[config.mk]
export PLATFORM = sky130hd
export DESIGN_NAME = regfile_sync
export DESIGN_NICKNAME = d
export VERILOG_FILES = /design/src/rtl/regfile_sync.sv
export SDC_FILE = /design/constraint.sdc
export NUM_CORES = 1
export LEC_CHECK = 0
export CAP_MARGIN = 30
export CORE_MARGIN = 4
export CORE_UTILIZATION = 41
export CTS_CLUSTER_SIZE = 28
export DETAILED_ROUTE_END_ITERATION = 16
export MAX_ROUTING_LAYER = met4
export PLACE_DENSITY_LB_ADDON = 0.05
export SLEW_MARGIN = 20
export SYNTH_ARGS = -nofsm -noshare
export SYNTH_HDL_FRONTEND = slang
export SYNTH_SLANG_ARGS = --single-unit
export TNS_END_PERCENT = 1
[constraint.sdc]
create_clock -name clk -period 1.5 [get_ports clk]
set_input_delay 0.15 -clock clk [delete_from_list [all_inputs] [get_ports clk]]
set_output_delay 0.15 -clock clk [all_outputs]
set_load 0.02 [all_outputs]
[src/rtl/regfile_sync.sv]
// Two-read / one-write register file with a power-up init sequencer that loads preset values.
// Define REGFILE_BYPASS_EN to forward same-cycle write data to a colliding read port.
module regfile_sync #(
    parameter int DATA_W = 8,
    parameter int ADDR_W = 3
) (
    input  logic              clk,
    input  logic              rst,
    input  logic              rd,
    input  logic [ADDR_W-1:0] addr1,
    input  logic [ADDR_W-1:0] addr2,
    input  logic              wr,
    input  logic [ADDR_W-1:0] wr_addr,
    input  logic [DATA_W-1:0] data_in,
    output logic [DATA_W-1:0] data_out1,
    output logic [DATA_W-1:0] data_out2,
    output logic              rd_valid,
    output logic              busy
);

    localparam int DEPTH = 2 ** ADDR_W;

    typedef enum logic {
        INIT  = 1'b0,
        READY = 1'b1
    } state_t;

    state_t            state_q;
    state_t            state_d;
    logic [ADDR_W-1:0] idx;
    logic              last_idx;

    logic [DATA_W-1:0] mem [DEPTH];
    logic              mem_we;
    logic [ADDR_W-1:0] mem_waddr;
    logic [DATA_W-1:0] mem_wdata;
    logic [DATA_W-1:0] rdata1;
    logic [DATA_W-1:0] rdata2;

    function automatic logic [DATA_W-1:0] preset(input logic [ADDR_W-1:0] i);
        if (i == ADDR_W'(0)) return DATA_W'(1);
        if (i == ADDR_W'(1)) return DATA_W'(3);
        return '0;
    endfunction

    assign last_idx = (idx == ADDR_W'(DEPTH - 1));

    // NOTE: every always_comb output gets a default first so no path leaves it unassigned (no latch).
    always_comb begin
        state_d = state_q;
        case (state_q)
            INIT:    if (last_idx) state_d = READY;
            READY:   state_d = READY;
            default: state_d = INIT;
        endcase
    end

    // NOTE: sequential state uses non-blocking assignments so every flop samples pre-edge values.
    always_ff @(posedge clk) begin
        if (rst) begin
            state_q <= INIT;
            idx     <= '0;
        end else begin
            state_q <= state_d;
            if (state_q == INIT) idx <= idx + ADDR_W'(1);
        end
    end

    // Single write port shared by the init sequencer and user writes; user writes are dropped in INIT.
    always_comb begin
        mem_we    = 1'b0;
        mem_waddr = wr_addr;
        mem_wdata = data_in;
        if (!rst) begin
            if (state_q == INIT) begin
                mem_we    = 1'b1;
                mem_waddr = idx;
                mem_wdata = preset(idx);
            end else if (wr) begin
                mem_we = 1'b1;
            end
        end
    end

    // NOTE: the array has no reset; the init sequencer rewrites every entry after each reset instead.
    always_ff @(posedge clk) begin
        if (mem_we) mem[mem_waddr] <= mem_wdata;
    end

    always_comb begin
        rdata1 = mem[addr1];
        rdata2 = mem[addr2];
`ifdef REGFILE_BYPASS_EN
        if (wr && (wr_addr == addr1)) rdata1 = data_in;
        if (wr && (wr_addr == addr2)) rdata2 = data_in;
`else
        // Collisions return the old value; the write lands at the same edge as the read capture.
`endif
    end

    always_ff @(posedge clk) begin
        if (rst) begin
            data_out1 <= '0;
            data_out2 <= '0;
            rd_valid  <= 1'b0;
        end else begin
            rd_valid <= 1'b0;
            if ((state_q == READY) && rd) begin
                data_out1 <= rdata1;
                data_out2 <= rdata2;
                rd_valid  <= 1'b1;
            end
        end
    end

    // Decoded straight from the state flop, so busy has no combinational path from any input.
    assign busy = (state_q == INIT);

endmodule

==> results.json <==
{
  "ys_ff_latch": 85,
  "vias": 2741,
  "n_antenna_cell": 0,
  "startpoint_type": "register",
  "fin_setup_tns_ns": 0,
  "synthAdderAreaFrac": 0.01227,
  "viasPerCell": 5.281,
  "synth_top_area_share": 0.4710,
  "multi_input_area_um2": 1574,
  "wl_per_cell_um": 19.71,
  "avgSynthCellArea_um2": 13.04,
  "cp-end-kind": "register",
  "synthesis.instances": 313,
  "finClkSkew_ns": 0.009781,
  "cts-buffers-inserted": 9,
  "r2r_start": "state_q",
  "clkSlewWorstSetupHoldPaths_ns": 0.09,
  "synth_compound_area_frac": 0.09292,
  "place_congestion": 0.7952,
  "yosys_warnings": 0,
  "worstSkewPairLatency_ns": 0.36,
  "arrival_ns": 1.53,
  "synth_nets": 338,
  "dr.pass1.iters": 4,
  "cts_root_buf": "clkbuf_8",
  "place.detailed.hpwl_um": 7554,
  "clkSinkCount": 85,
  "die_h_um": 107.8,
  "htree_levels": 3,
  "regArea_um2": 2344,
  "rows": 36,
  "antenna_found_initial": 0,
  "cpPeakStageDelay_ns": 0.36,
  "synth_top_family_by_area": "multiplexers",
  "yosysSeqAreaShare": 0.5741,
  "crit_buf_inv": 3,
  "min_path_type": "in -> reg",
  "grt_use_total": 0.1886,
  "crit_top_cell": "buf_4",
  "async_reset_ff_frac": 0,
  "p_per_area_nw_per_um2": 928.3,
  "leakagePower_nw": 2.003,
  "detail-route-antenna-nets": 0,
  "die_w_um": 107.8,
  "post_cts.repair.setup_buffers": 0,
  "syn_area_um2": 4080,
  "layoutNonFillerInstCount": 519,
  "crit_chain": "buf_4 > inv_1 > nand2_1 > a21o_4 > nor2_2 > buf_4",
  "vdd_drop_max_mv": 0.4126,
  "drt_wl_total_um": 10230,
  "synthToLayoutAreaGrowth_pct": 24.69,
  "finalPower_w": 0.004723,
  "dpl-instance-area_um2": 4855,
  "drive_gt1_frac": 0.2228,
  "dp_cells": 503,
  "drv_cap": 0,
  "io_pins": 39,
  "muxShareOfSynthArea": 0.1619,
  "core_um2": 9729,
  "drv_slew": 0,
  "drc": 0,
  "fin_area_um2": 5087,
  "io_buffers": 38,
  "grt_pass1_vias": 2712,
  "status": "completed",
  "crit_required_ns": 1.57,
  "grt_max_degree": 25,
  "slew_headroom": 0.7284,
  "hold_start": "addr2[0]",
  "cts_tree": "built",
  "start_util": 0.4194,
  "nFillCells": 885,
  "crit_slowest_cell": "dfxtp_2",
  "clk_path_buf_depth": 2,
  "fin_crit_sh": 0.9716,
  "grt_pass1_wl_um": 15420,
  "hold_buffers": 0,
  "setup_viol": 0,
  "synthSimpleGateAreaFrac": 0.1073,
  "synth_edf_count": 64,
  "final_core_util": 0.5229,
  "synth_cell_types": 30,
  "crit_start": "state_q",
  "grt_overflow_total": 0,
  "rsz0062_at_grt": "true",
  "synth_xor_xnor_area_share": 0,
  "final_net_count": 406,
  "die_area_um2": 11610,
  "setup.worst_path.class": "reg -> reg",
  "yosysTopAreaCell": "edfxtp_1",
  "tightestPinTransition_ns": 0.4073,
  "drt_iter0_markers": 169,
  "yosys-top-cells-area": "edfxtp_1, mux2i_1, dfxtp_1",
  "synthFlopType": "edfxtp_1",
  "critPathTopFamily": "flip-flops",
  "clock.fmax_ghz": 0.6861,
  "post-route-min-period_ns": 1.457,
  "crit_fanout": 5,
  "hold_viol_final": 0
}
[worst paths after layout]
check                       to  slack [ns]  cells after the start
setup reg to reg     mem[0][5]        0.04                      6
hold reg to reg   data_out1[4]        0.52                      2
setup / recovery     mem[0][5]        0.04                      6
hold / removal    data_out2[7]        0.52                      5
[Yosys cell counts (2+ instances only)]
| cell | instances |
|---|---|
| buf_2 | 5 |
| buf_12 | 4 |
| edfxtp_1 | 64 |
| dfxtp_1 | 21 |
| buf_8 | 2 |
| clkbuf_1 | 6 |
| a22oi_1 | 32 |
| nor3_2 | 16 |
| a21oi_1 | 17 |
| and2_1 | 9 |
| mux2i_1 | 66 |
| nor3b_1 | 2 |
| ha_1 | 4 |
| nor2_1 | 33 |
| clkbuf_2 | 3 |
| buf_6 | 2 |
| inv_1 | 4 |
| nor2b_1 | 4 |
| a31oi_1 | 4 |
| nor3_1 | 3 |
| nand2_1 | 3 |
[layout by cell type, fill, tap and decap left out, types with 2 or more instances in the layout]
cell,count
a21oi_1,17
a22oi_1,32
a31oi_1,3
and2_1,9
buf_12,9
buf_2,2
buf_4,31
clkbuf_8,9
clkdlybuf4s50_1,26
clkinvlp_4,2
dfxtp_1,20
dlygate4sd2_1,3
dlymetal6s2s_1,7
edfxtp_1,64
ha_1,4
inv_1,4
inv_6,2
mux2i_1,66
nand2_1,3
nor2_1,27
nor2_2,5
nor2b_1,4
nor3_1,2
nor3_2,17
nor3b_1,2
[power breakdown]
group | switching [W] | internal, W | total, W
Clock | 0.000871 | 0.000621 | 0.00149
Combinational | 0.000315 | 0.000281 | 0.000596
Sequential | 0.0000327 | 0.00260 | 0.00263
[worst reg2reg max path, cell delays in order, from the launching register on]
cell and delay [ns]:
dfxtp_2 0.36, buf_4 0.14, inv_1 0.06, nand2_1 0.09, a21o_4 0.25, nor2_2 0.13
buf_4 0.15
[area by class of cell]
type | instances | area share
Clock inverter | 7 | 0.01107
Tap cell | 133 | 0.03271
Clock buffer | 9 | 0.02435
Sequential cell | 85 | 0.4606
Timing Repair Buffer | 79 | 0.1589
Inverter | 4 | 0.002951
Multi-Input combinational cell | 202 | 0.3094
[through the flow]
step	setup WS, ns	hold slack [ns]
global placement	-0.2933	0.5131
CTS	0.003972	0.5299
detailed placement	-0.3194	0.5167
floorplan	-0.1321	0.3798
global route	-0.01853	0.5540
finish	0.04257	0.5213
[kinds of logic (layout without fill, tap and decap cells)]
kind of cell / Yosys count / after routing
buf+inv: 26 / 99
fa+ha+maj: 4 / 4
mux: 66 / 66
simple gates: 75 / 75
flops: 85 / 85
compound gates: 57 / 57
[what timing repair did]
item                                    4_1_cts  5_1_grt
endpoints found under the setup margin       28       48
gates resized for setup                       6       13
pin swaps                                     0        2
cloned                                        0        0
[layer usage]
| layer | track usage | vias up | wire [um] |
|---|---|---|---|
| met3 | 0.03239 | 17 | 456 |
| met2 | 0.2922 | 61 | 4923 |
| met5 | - | - | 0 |
| met1 | 0.2520 | 1351 | 4665 |
| li1 | - | 1312 | - |
| met4 | 0.06492 | 0 | 183 |
[flip-flops by register name, indices dropped and copies added, names as in the netlist]
signal,cells
mem,64
state_q,1
idx,3
data_out1,8
rd_valid,1
data_out2,8
No activity file was read; power rests on OpenSTA's default activity.
==> edit, RTL diff (config.mk and constraints unchanged) <==
Build with the macro `REGFILE_BYPASS_EN` defined.
--- a/src/rtl/regfile_sync.sv
+++ b/src/rtl/regfile_sync.sv
@@ -1,4 +1,6 @@
 // Two-read / one-write register file with a power-up init sequencer that loads preset values.
 // Define REGFILE_BYPASS_EN to forward same-cycle write data to a colliding read port.
+`define REGFILE_BYPASS_EN
+
 module regfile_sync #(
     parameter int DATA_W = 8,
Function: changed (a bounded check fails within 10 cycles, from zero or initial values and one cycle with rst high).
==> edit against the unedited design <==
  * The run now ends with setup timing left
  * Sequential cell count is the same
  * Worst setup slack got worse by 0.38 ns
  * Core utilization up 4.4 points
  * Synthesized cell count increased by 5.1%
  * Area after synthesis grew 3.7%
  * Routed wire length is 16% higher
  * Cell area up 11%
  * Total power increased by 15%
==> edit: results (changes against the unedited design) <==
* Register area share after synthesis at 0.554 (-0.0204)
* Fin nets at 447 (+10%)
* Post-Place Cells at 544 (+8.2%)
* Number of fill cells in the layout at 857 (-3.2%)
* Final setup viols at 80 (+80)
* Hold Crit Start: data_in[3]
* Initial antenna violation count at 0 (unchanged)
* Critical Path AT at 2.12 ns (+0.59 ns)
* Internal power at 4.12 mW (+18%)
* Worst Hold Path EP: data_out1[3]
* Largest net degree at the start of global routing at 17 (-32%)
* CTS buffer count at 9 (unchanged)
* Proportion of synthesized area in mux cells at 0.154 (-0.00811)
* Worst-Margin Slew at 0.437 ns (+0.0300 ns)
* Place WS at -0.693 ns (-0.374 ns)
* Top post-synthesis cells by area: edfxtp_1 (45%), dfxtp_1 (9.9%), mux4_2 (8.5%)
* First-pass GRT wire length at 18200 um (+18%)
* Syn_nets at 354 (+4.7%)
* Adder-cell share of the synthesized area at 0.0118 (-0.000435)
* Synth top cells by count: edfxtp_1 (64), mux2i_1 (29), nand2_1 (26)
* Worst r2r path cells at 6 (unchanged)
* Final WS setup at -0.337 ns (-0.379 ns)
* Slowest stage delay, CP at 0.61 ns (+0.25 ns)
* P_leak at 2.08 nW (+3.6%)
* Status: finished with violations
* Synth Instances at 329 (+5.1%)
* Slowest cell on crit path: or4_4
* GPL Wtd Cong at 0.863 (+8.5%)
* Cell variety after synth at 40 (+33%)
* DR iter-0 viols at 148 (-12%)
* Vias in the first global route at 3217 (+19%)
* Total Routing Usage GR at 0.217 (+0.0279)
* Xor-xnor portion of the synthesized cell area at 0.0124 (+0.0124)
* Clock Skew at 0.0201 ns (+0.0104 ns)
* Layout cell share with drive strength beyond 1 at 0.319 (+0.0957)
* Seq. cell area at 0.00235 sq mm (+0.16%)
* Failing checks: setup timing
* Maximum vdd drop at 824 uV (+100%)
* Crit path max-delay family: simple AND/OR/NAND/NOR gates
* R2r endpoint: data_out2[7]
* Via density at 5.59 (+5.8%)
* Crit Path Max Fanout at 8 (+3)
* Hold depth at 3 (-2)
* Setup TNS at -11.39 ns (-11.39 ns)
* Synth warn at 0 (unchanged)
* Routed Wire Length at 11900 um (+16%)
* Synth Area in Compound Gates at 0.130 (+0.0369)
* Vias at 3130 (+14%)
* Reg2Reg Setup Slack at -0.34 ns (-0.38 ns)
* WHS at 0.453 ns (-0.0680 ns)
[edit: cell types whose count changed after synthesis, sizes merged, moves of 9 or more]
cell	unedited run	this run
a211oi	0	9
a22oi	32	0
inv	4	17
mux2i	66	29
mux4	0	16
nand2	4	26
nor2	33	18
nor2b	4	17
nor3	19	3
o221ai	0	9
[edit: worst max path at each step]
stage | cells past startpoint | slack (ns) | to | startpoint
6_report | 6 | -0.34 | data_out2[7] | state_q
5_1_grt | 6 | -0.43 | data_out2[5] | state_q
4_1_cts | 6 | -0.36 | data_out2[5] | state_q
3_5_place_dp | 6 | -0.69 | mem[7][5] | rst
3_3_place_gp | 7 | -0.65 | data_out2[0] | rst
2_1_floorplan | 8 | -0.34 | data_out2[2] | state_q
[edit: power by group through the flow]
stage	Clock [mW]	Combinational, mW	Sequential [mW]
floorplan	0	0.378	2.68
global placement	0	0.721	2.69
detailed placement	0	0.718	2.69
CTS	2.08	0.753	2.63
global route	2.17	0.816	2.64
finish	2.04	0.756	2.64
[edit: timing repair]
action | CTS | global route
endpoints found under the setup margin | 119 | 103
gates resized for setup | 37 | 5
pin swaps | 4 | 1
hold buffers | 0 | 0
setup buffers | 0 | 0
gates cloned | 0 | 0
[edit: per-layer routing]
metal,track usage,up-vias,wire length [um]
met5,-,-,0
met4,0.0499,0,131
met3,0.0323,13,778
met2,0.349,109,5720
met1,0.292,1548,5250
li1,-,1460,-
[edit: final cells by class]
class                           instances  area share
Clock inverter                          6      0.0207
Clock buffer                           10      0.0245
Timing Repair Buffer                  107       0.172
Sequential cell                        85       0.418
Tap cell                              133      0.0296
Inverter                               17      0.0118
Multi-Input combinational cell        202       0.323
